--- config.mk ---
export PLATFORM = sky130hd
export DESIGN_NAME = fft_input_loader
export DESIGN_NICKNAME = d
export VERILOG_FILES = /design/src/rtl/fft_input_loader_pkg.sv /design/src/rtl/fft_input_loader.sv
export SDC_FILE = /design/constraint.sdc
export NUM_CORES = 1
export LEC_CHECK = 0
export ABC_AREA = 1
export ABC_CLOCK_PERIOD_IN_PS = 3500
export CELL_PAD_IN_SITES_DETAIL_PLACEMENT = 2
export CELL_PAD_IN_SITES_GLOBAL_PLACEMENT = 2
export CORE_MARGIN = 4
export CORE_UTILIZATION = 31
export CTS_BUF_LIST = sky130_fd_sc_hd__clkbuf_8
export DETAILED_ROUTE_END_ITERATION = 16
export PLACE_DENSITY = 0.85
export SETUP_SLACK_MARGIN = 0.05
export SYNTH_ARGS = -nofsm -noshare
export SYNTH_HDL_FRONTEND = slang
export SYNTH_SLANG_ARGS = --single-unit
--- constraint.sdc ---
create_clock -name clk_i -period 3.5 [get_ports clk_i]
set_clock_uncertainty 0.1 [all_clocks]
set_input_delay 0.7 -clock clk_i [delete_from_list [all_inputs] [get_ports clk_i]]
set_output_delay 0.7 -clock clk_i [all_outputs]
set_load 0.01 [all_outputs]
--- src/rtl/fft_input_loader_pkg.sv ---
// Shared FFT definitions: loader state encoding, sample-field geometry and
// the helper that packs two streamed samples into one memory word.
package fft_input_loader_pkg;

  typedef enum logic [1:0] {
    IDLE      = 2'd0,
    LOAD_EVEN = 2'd1,
    LOAD_ODD  = 2'd2,
    FLUSH     = 2'd3
  } load_state_e;

  // A memory word holds two complex samples, each a {real, imag} pair.
  localparam int SAMPLES_PER_WORD = 2;
  localparam int COMPS_PER_SAMPLE = 2;

  // Widest sample the packing helper supports; callers cast down to their word.
  localparam int PACK_MAX_W = 64;

  // Even sample lands in the upper half, odd sample in the lower half.
  function automatic logic [2*PACK_MAX_W-1:0] pack_pair(
    input logic [PACK_MAX_W-1:0] even_s,
    input logic [PACK_MAX_W-1:0] odd_s,
    input int unsigned           sample_w
  );
    logic [2*PACK_MAX_W-1:0] even_w;
    logic [2*PACK_MAX_W-1:0] odd_w;
    even_w = {{PACK_MAX_W{1'b0}}, even_s};
    odd_w  = {{PACK_MAX_W{1'b0}}, odd_s};
    return (even_w << sample_w) | odd_w;
  endfunction

endpackage

--- src/rtl/fft_input_loader.sv ---
// Streams one frame of complex samples from AXI-Stream into FFT working
// memory, two samples per word, then pulses done to launch the transform.
module fft_input_loader
  import fft_input_loader_pkg::*;
#(
  parameter int POINTS  = 1024,
  parameter int STAGES  = 10,
  parameter int WORDLEN = 32
) (
  input  logic                 clk_i,
  input  logic                 rst_i,
  input  logic                 start_i,
  input  logic [WORDLEN/2-1:0] s_axis_tdata,
  input  logic                 s_axis_tvalid,
  output logic                 s_axis_tready,
  input  logic                 s_axis_tlast,
  output logic                 mem_en_o,
  output logic                 mem_we_o,
  output logic [STAGES-2:0]    mem_addr_o,
  output logic [WORDLEN-1:0]   mem_wdata_o,
  output logic                 busy_o,
  output logic                 done_o,
  output logic                 tlast_err_o
);

  localparam int              SAMPLE_W = WORDLEN / SAMPLES_PER_WORD;
  localparam logic [STAGES:0] LAST_IDX = (STAGES+1)'(POINTS - 1);

  load_state_e         state_q, state_d;
  logic [STAGES:0]     cnt_q;
  logic [SAMPLE_W-1:0] hold_q;
  logic                accept;
  logic                last_sample;

  assign last_sample = (cnt_q == LAST_IDX);
  assign accept      = s_axis_tvalid && s_axis_tready;
  assign busy_o      = (state_q != IDLE);

  always_ff @(posedge clk_i) begin
    if (rst_i) state_q <= IDLE;
    else       state_q <= state_d;
  end

  always_comb begin
    state_d       = state_q;
    s_axis_tready = 1'b0;
    case (state_q)
      IDLE:      if (start_i) state_d = LOAD_EVEN;
      LOAD_EVEN: begin
        s_axis_tready = 1'b1;
        if (s_axis_tvalid) state_d = LOAD_ODD;
      end
      LOAD_ODD:  begin
        s_axis_tready = 1'b1;
        if (s_axis_tvalid) state_d = last_sample ? FLUSH : LOAD_EVEN;
      end
      FLUSH:     state_d = IDLE;
      default:   state_d = IDLE;
    endcase
  end

  // Datapath: the write for an odd sample is registered, so it appears on
  // the memory port exactly one cycle after its handshake.
  always_ff @(posedge clk_i) begin
    if (rst_i) begin
      cnt_q       <= '0;
      hold_q      <= '0;
      mem_en_o    <= 1'b0;
      mem_we_o    <= 1'b0;
      mem_addr_o  <= '0;
      mem_wdata_o <= '0;
      done_o      <= 1'b0;
      tlast_err_o <= 1'b0;
    end else begin
      mem_en_o <= 1'b0;
      mem_we_o <= 1'b0;
      done_o   <= (state_q == FLUSH);
      if (state_q == IDLE && start_i) begin
        cnt_q       <= '0;
        tlast_err_o <= 1'b0;
      end
      if (accept) begin
        cnt_q <= cnt_q + (STAGES+1)'(1);
        // Framing is checked but never steers loading; the count rules.
        if (s_axis_tlast != last_sample) tlast_err_o <= 1'b1;
        if (state_q == LOAD_EVEN) begin
          hold_q <= s_axis_tdata;
        end else begin
          mem_en_o    <= 1'b1;
          mem_we_o    <= 1'b1;
          mem_addr_o  <= cnt_q[STAGES-1:1];
          mem_wdata_o <= WORDLEN'(pack_pair(PACK_MAX_W'(hold_q),
                                            PACK_MAX_W'(s_axis_tdata),
                                            SAMPLE_W));
        end
      end
    end
  end

endmodule

# After elaboration in Yosys (flattened, before gate mapping)
# Index checks and enable logic that the tools add are counted.
# word_totals
regBits	73
wordCells	42
# classes
addsub	1
eq_ne	8
n_mux	12
bitwise_logic	3
n_reduce_logical	10
# ops
op	count
OR 32 x 16 -> 32 bit	1
two-way mux 11 bit	2
adder 11 x 1 -> 11 bit, second input constant	1
== test 11 x 10 -> 1 bit, second input constant	1
two-way mux 2 bit	4
case mux 2 bit (4 select lines)	1
!= test 2 bit, second input constant	3
two-way mux 1 bit	5
== test 2 bit, second input constant	2
AND reduction 2 bit	2
nonzero test 2 bit	2
OR reduction 2 bit	2
AND reduction 3 bit	1
== test 2 x 1 -> 1 bit, second input constant	1
logical AND 1 bit	2
zero test 2 bit	1
NOT 1 bit	2
!= test 1 bit	1

# Logic depth before layout (Yosys ltp)
# logic_depth
ltp_word	6
ltp_mapped	9
mapped_depth_nobuf	8

# Worst setup path after synthesis
# No wires, ideal clock.
# synth_path
path_kind	register to register
from	register state_q[0]
to	register mem_wdata_o[13]
arrival_time_ps	1368
t_required_ps	3284
slack_ps	1916
path_stages_with_launch	9
n_path_buf	1
synth_period_minus_slack_ps	1584
path_cell_list	dfxtp_1 inv_1 ha_1 nand2_2 nor2_4 inv_2 buf_2 nor2_1 nor2_1
# synth_between
elab_chain_cells	5
# synth_rtl
element	line_no	text
start, declared	fft_input_loader.sv:29	load_state_e state_q, state_d;
start signal, assigned	fft_input_loader.sv:41	else state_q <= state_d;
== test 2 x 1 -> 1 bit / == test 2 bit (equally long branches)	fft_input_loader.sv:47	case (state_q)
OR reduction 2 bit (no line) *	--	
two-way mux 1 bit *	fft_input_loader.sv:47	
named net s_axis_tready	fft_input_loader.sv:15	output logic s_axis_tready,
logical AND 1 bit *	fft_input_loader.sv:36	assign accept = s_axis_tvalid && s_axis_tready;
AND reduction 2 bit (no line) *	--	
end signal, assigned	fft_input_loader.sv:92	mem_wdata_o <= WORDLEN'(pack_pair(PACK_MAX_W'(hold_q),
end, declared	fft_input_loader.sv:20	output logic [WORDLEN-1:0] mem_wdata_o,
# Mark *: on every way through the listed nets, which the timed path passes. The rest lies on a longest branch.
# A chain may end at the register's enable or synchronous reset.

# Worst setup path in the final report
# layout_path
from	register state_q[1]
to	output port s_axis_tready
# layout_between
elab_chain_cells	3
# layout_rtl
element	line_no
== test 2 x 1 -> 1 bit / == test 2 bit (equally long branches)	fft_input_loader.sv:47
OR reduction 2 bit (no line) *	--
two-way mux 1 bit *	fft_input_loader.sv:47
end, declared	fft_input_loader.sv:15
# Mark *: on every way between the ends. The rest lies on a longest branch, timed or not.

==> results.sh <==
export IMPL_drive_gt1_share_pct=6.00
export IMPL_slew_headroom_pct=56.6
export IMPL_ioPinCount=68
export IMPL_rows=34
export IMPL_worst_slew_pin_slew_ns=0.651
export IMPL_coreArea_um2=8810
export IMPL_crit_chain="inv_1, ha_1, clkdlybuf4s50_1"
export IMPL_netlist_area_um2=2830
export IMPL_fin_hold_ws_ns=0.383
export IMPL_p_sw_mw=1.15
export IMPL_finalHoldViolations=0
export IMPL_pwr_share_clk_pct=21.8
export IMPL_fmax_mhz=397
export IMPL_power_leakage_nw=1.49
export IMPL_ant_nets=0
export IMPL_synth_nets=393
export IMPL_timing_max_cap_violations=0
export IMPL_area_growth_pct=32.1
export IMPL_path_max_fanout=5
export IMPL_diodes=0
export IMPL_numCtsBuffers=9
export IMPL_grt_max_degree=60
export IMPL_detail_route_iter0_violations=63
export IMPL_slowest_stage="clkdlybuf4s50_1"
export IMPL_via_per_inst=4.92
export IMPL_cp_data_arrival_time_ns=1.72
export IMPL_critPathKind="reg2out"
export IMPL_grt_pass1_vias=3017
export IMPL_fillers=1025
export IMPL_powerDensity_nw_per_um2=837
export IMPL_drc=0
export IMPL_internal_power_mw=1.97
export IMPL_cts_root_buf="clkbuf_8"
export IMPL_wl_per_cell_um=16.1
export IMPL_ir_worst_vdd_uv=568
export IMPL_path_delay_family="buffers and inverters"
export IMPL_clockBufferDepth=2
export IMPL_vias=2661
export IMPL_fin_ws_ns=0.980
export IMPL_critPathCaptureType="output port"
export IMPL_preCtsSetupSlack_ns=1.02
export IMPL_synth_seq_area_share_pct=51.7
export IMPL_finalWirelength_um=8720
export IMPL_cts_resized=0
export IMPL_gp_congestion=0.779
export IMPL_rsz0062_at_grt="no"
export IMPL_hold_buffers=0
export IMPL_ys_ff_latch=73
export IMPL_cp_start_kind="register"
export IMPL_clock_sinks=73
export IMPL_max_stage_delay_ns=0.54
export IMPL_synth_edf_count=0
export IMPL_power_frac_seq_pct=39.7
export IMPL_post_route_period_util_pct=72.0
export IMPL_slew_violations=0
export IMPL_yosysTopAreaCell="dfxtp_1"
export IMPL_die_h_um=104
export IMPL_finalNetCount=455
export IMPL_insertion_delay_ns=0.35
export IMPL_final_cells=541
export IMPL_status="complete, no violations"
export IMPL_antenna_found_initial=0
export IMPL_ys_async_sr_fraction_pct=0
export IMPL_syn_avg_cell_area_um2=7.73
export IMPL_track_usage_pct=17.3
export IMPL_dpl_hpwl_um=6030
export IMPL_die_x_um=104
export IMPL_setup_tns_ns=0
export IMPL_synth_warnings=0
export IMPL_cp_data_required_time_ns=2.70
export IMPL_start_util_pct=32.1
export IMPL_clkTransAtPathRegs_ns=0.08
export IMPL_synthCells=366
export IMPL_io_buffers=67
export IMPL_dieArea_um2=10700
export IMPL_synth_area_leaders="dfxtp_1 52%, nor2_1 16%, o21ai_0 6.2%"
export IMPL_ys_types=23
export IMPL_switching_share_pct=36.9
export IMPL_crit_buf_inv=2
export IMPL_cts_tree="yes"
export IMPL_grt_pass1_wl_um=15200
export IMPL_dp_cells=525
export IMPL_yosys_most_used_dff="dfxtp_1"
export IMPL_htree_num_levels=3
export IMPL_first_pass_iters=4
export IMPL_period_minus_slack_ns=2.52
export IMPL_setup_viol=0
export IMPL_hp_class="reg2reg"
export IMPL_comb_power_share_pct=38.4
export IMPL_grt_ovfl_total=0
export IMPL_cts_setup_buffers=0
export IMPL_yosysTopAreaCellShare_pct=51.7
synthesized netlist by cell type, types with 2 or more instances:
master	count
nand3_1	10
buf_2	9
nand2_1	29
a21oi_1	17
nor2_1	118
ha_1	6
o21ai_0	35
clkbuf_1	3
inv_2	3
nand4_1	4
inv_1	15
buf_8	2
dfxtp_1	73
nor2_2	2
o21ai_1	29
buf_6	3
buf_4	2
final timing paths:
check,start,to,cells past startpoint,slack (ns)
worst max-delay path,state_q[1],s_axis_tready,3,0.98
worst min-delay path,tlast_err_o,tlast_err_o,2,0.38
worst max register to register,state_q[1],mem_addr_o[5],7,1.48
worst min register to register,tlast_err_o,tlast_err_o,2,0.38
kinds of logic after synthesis:
group / count (synthesis) / synth area share [%]
fa+ha+maj: 6 / 2.65
simple gates: 166 / 23.4
buf+inv: 37 / 7.17
flops: 73 / 51.7
compound gates: 84 / 15.1
power by group through the flow:
stage / Combinational (mW) / Sequential, mW / Clock (mW)
2_1_floorplan: 0.573 / 1.31 / 0
3_3_place_gp: 1.16 / 1.25 / 0
3_5_place_dp: 1.21 / 1.26 / 0
4_1_cts: 1.23 / 1.25 / 0.701
5_1_grt: 1.34 / 1.28 / 0.747
6_report: 1.20 / 1.24 / 0.682
metal layers:
layer	wire length [um]	vias to the layer above	global-route usage (%)
li1	-	1309	-
met1	3830	1303	20.1
met2	4530	44	31.4
met3	293	5	5.22
met4	70	0	3.42
met5	0	-	0
stage by stage:
stage	utilization, %	instance area (um^2)	power (mW)
6_report	42.4	3730	3.12
4_1_cts	42.4	3730	3.18
2_1_floorplan	-	2830	1.88
3_5_place_dp	40.1	3530	2.47
3_3_place_gp	40.1	3530	2.41
5_1_grt	42.4	3730	3.37
cells in the final DEF, fill, tap and decap left out:
cell	instances
nand3_1	10
buf_4	2
clkinv_2	1
clkinvlp_4	1
clkdlybuf4s50_1	67
bufinv_16	1
nor2_4	1
nor2_1	118
inv_2	3
o31ai_1	1
a211oi_1	1
nor3_1	1
clkinv_4	2
ha_1	6
nor2_2	2
o21ai_0	35
nand4_1	4
inv_6	2
o22ai_1	1
nand2_2	1
a21oi_1	17
buf_12	1
nand2_1	29
o21ai_1	29
dfxtp_1	73
clkbuf_8	9
inv_1	15
worst register-to-register path, cell delays in order (launching register included):
cell	delay, ns
dfxtp_1	0.39
inv_1	0.13
ha_1	0.33
nand2_2	0.12
nor2_4	0.12
buf_4	0.43
o21ai_0	0.20
a21oi_1	0.15
state kept, by name, summed over array words and instances, names as in the netlist:
register / count
cnt_q: 11
done_o: 1
hold_q: 16
mem_addr_o: 9
mem_wdata_o: 32
mem_we_o: 1
state_q: 2
tlast_err_o: 1
area by class of cell:
class                   count  area (um^2)  area share [%]
clock buffers               9          124            3.32
clock inverters             7         77.6            2.08
inverters                  18         67.6            1.81
multi-input cells         256         1160            31.2
flip-flops and latches     73         1460            39.1
well taps                 108          135            3.62
repair buffers             70          706            18.9
Power figures use the tool's default switching activity.
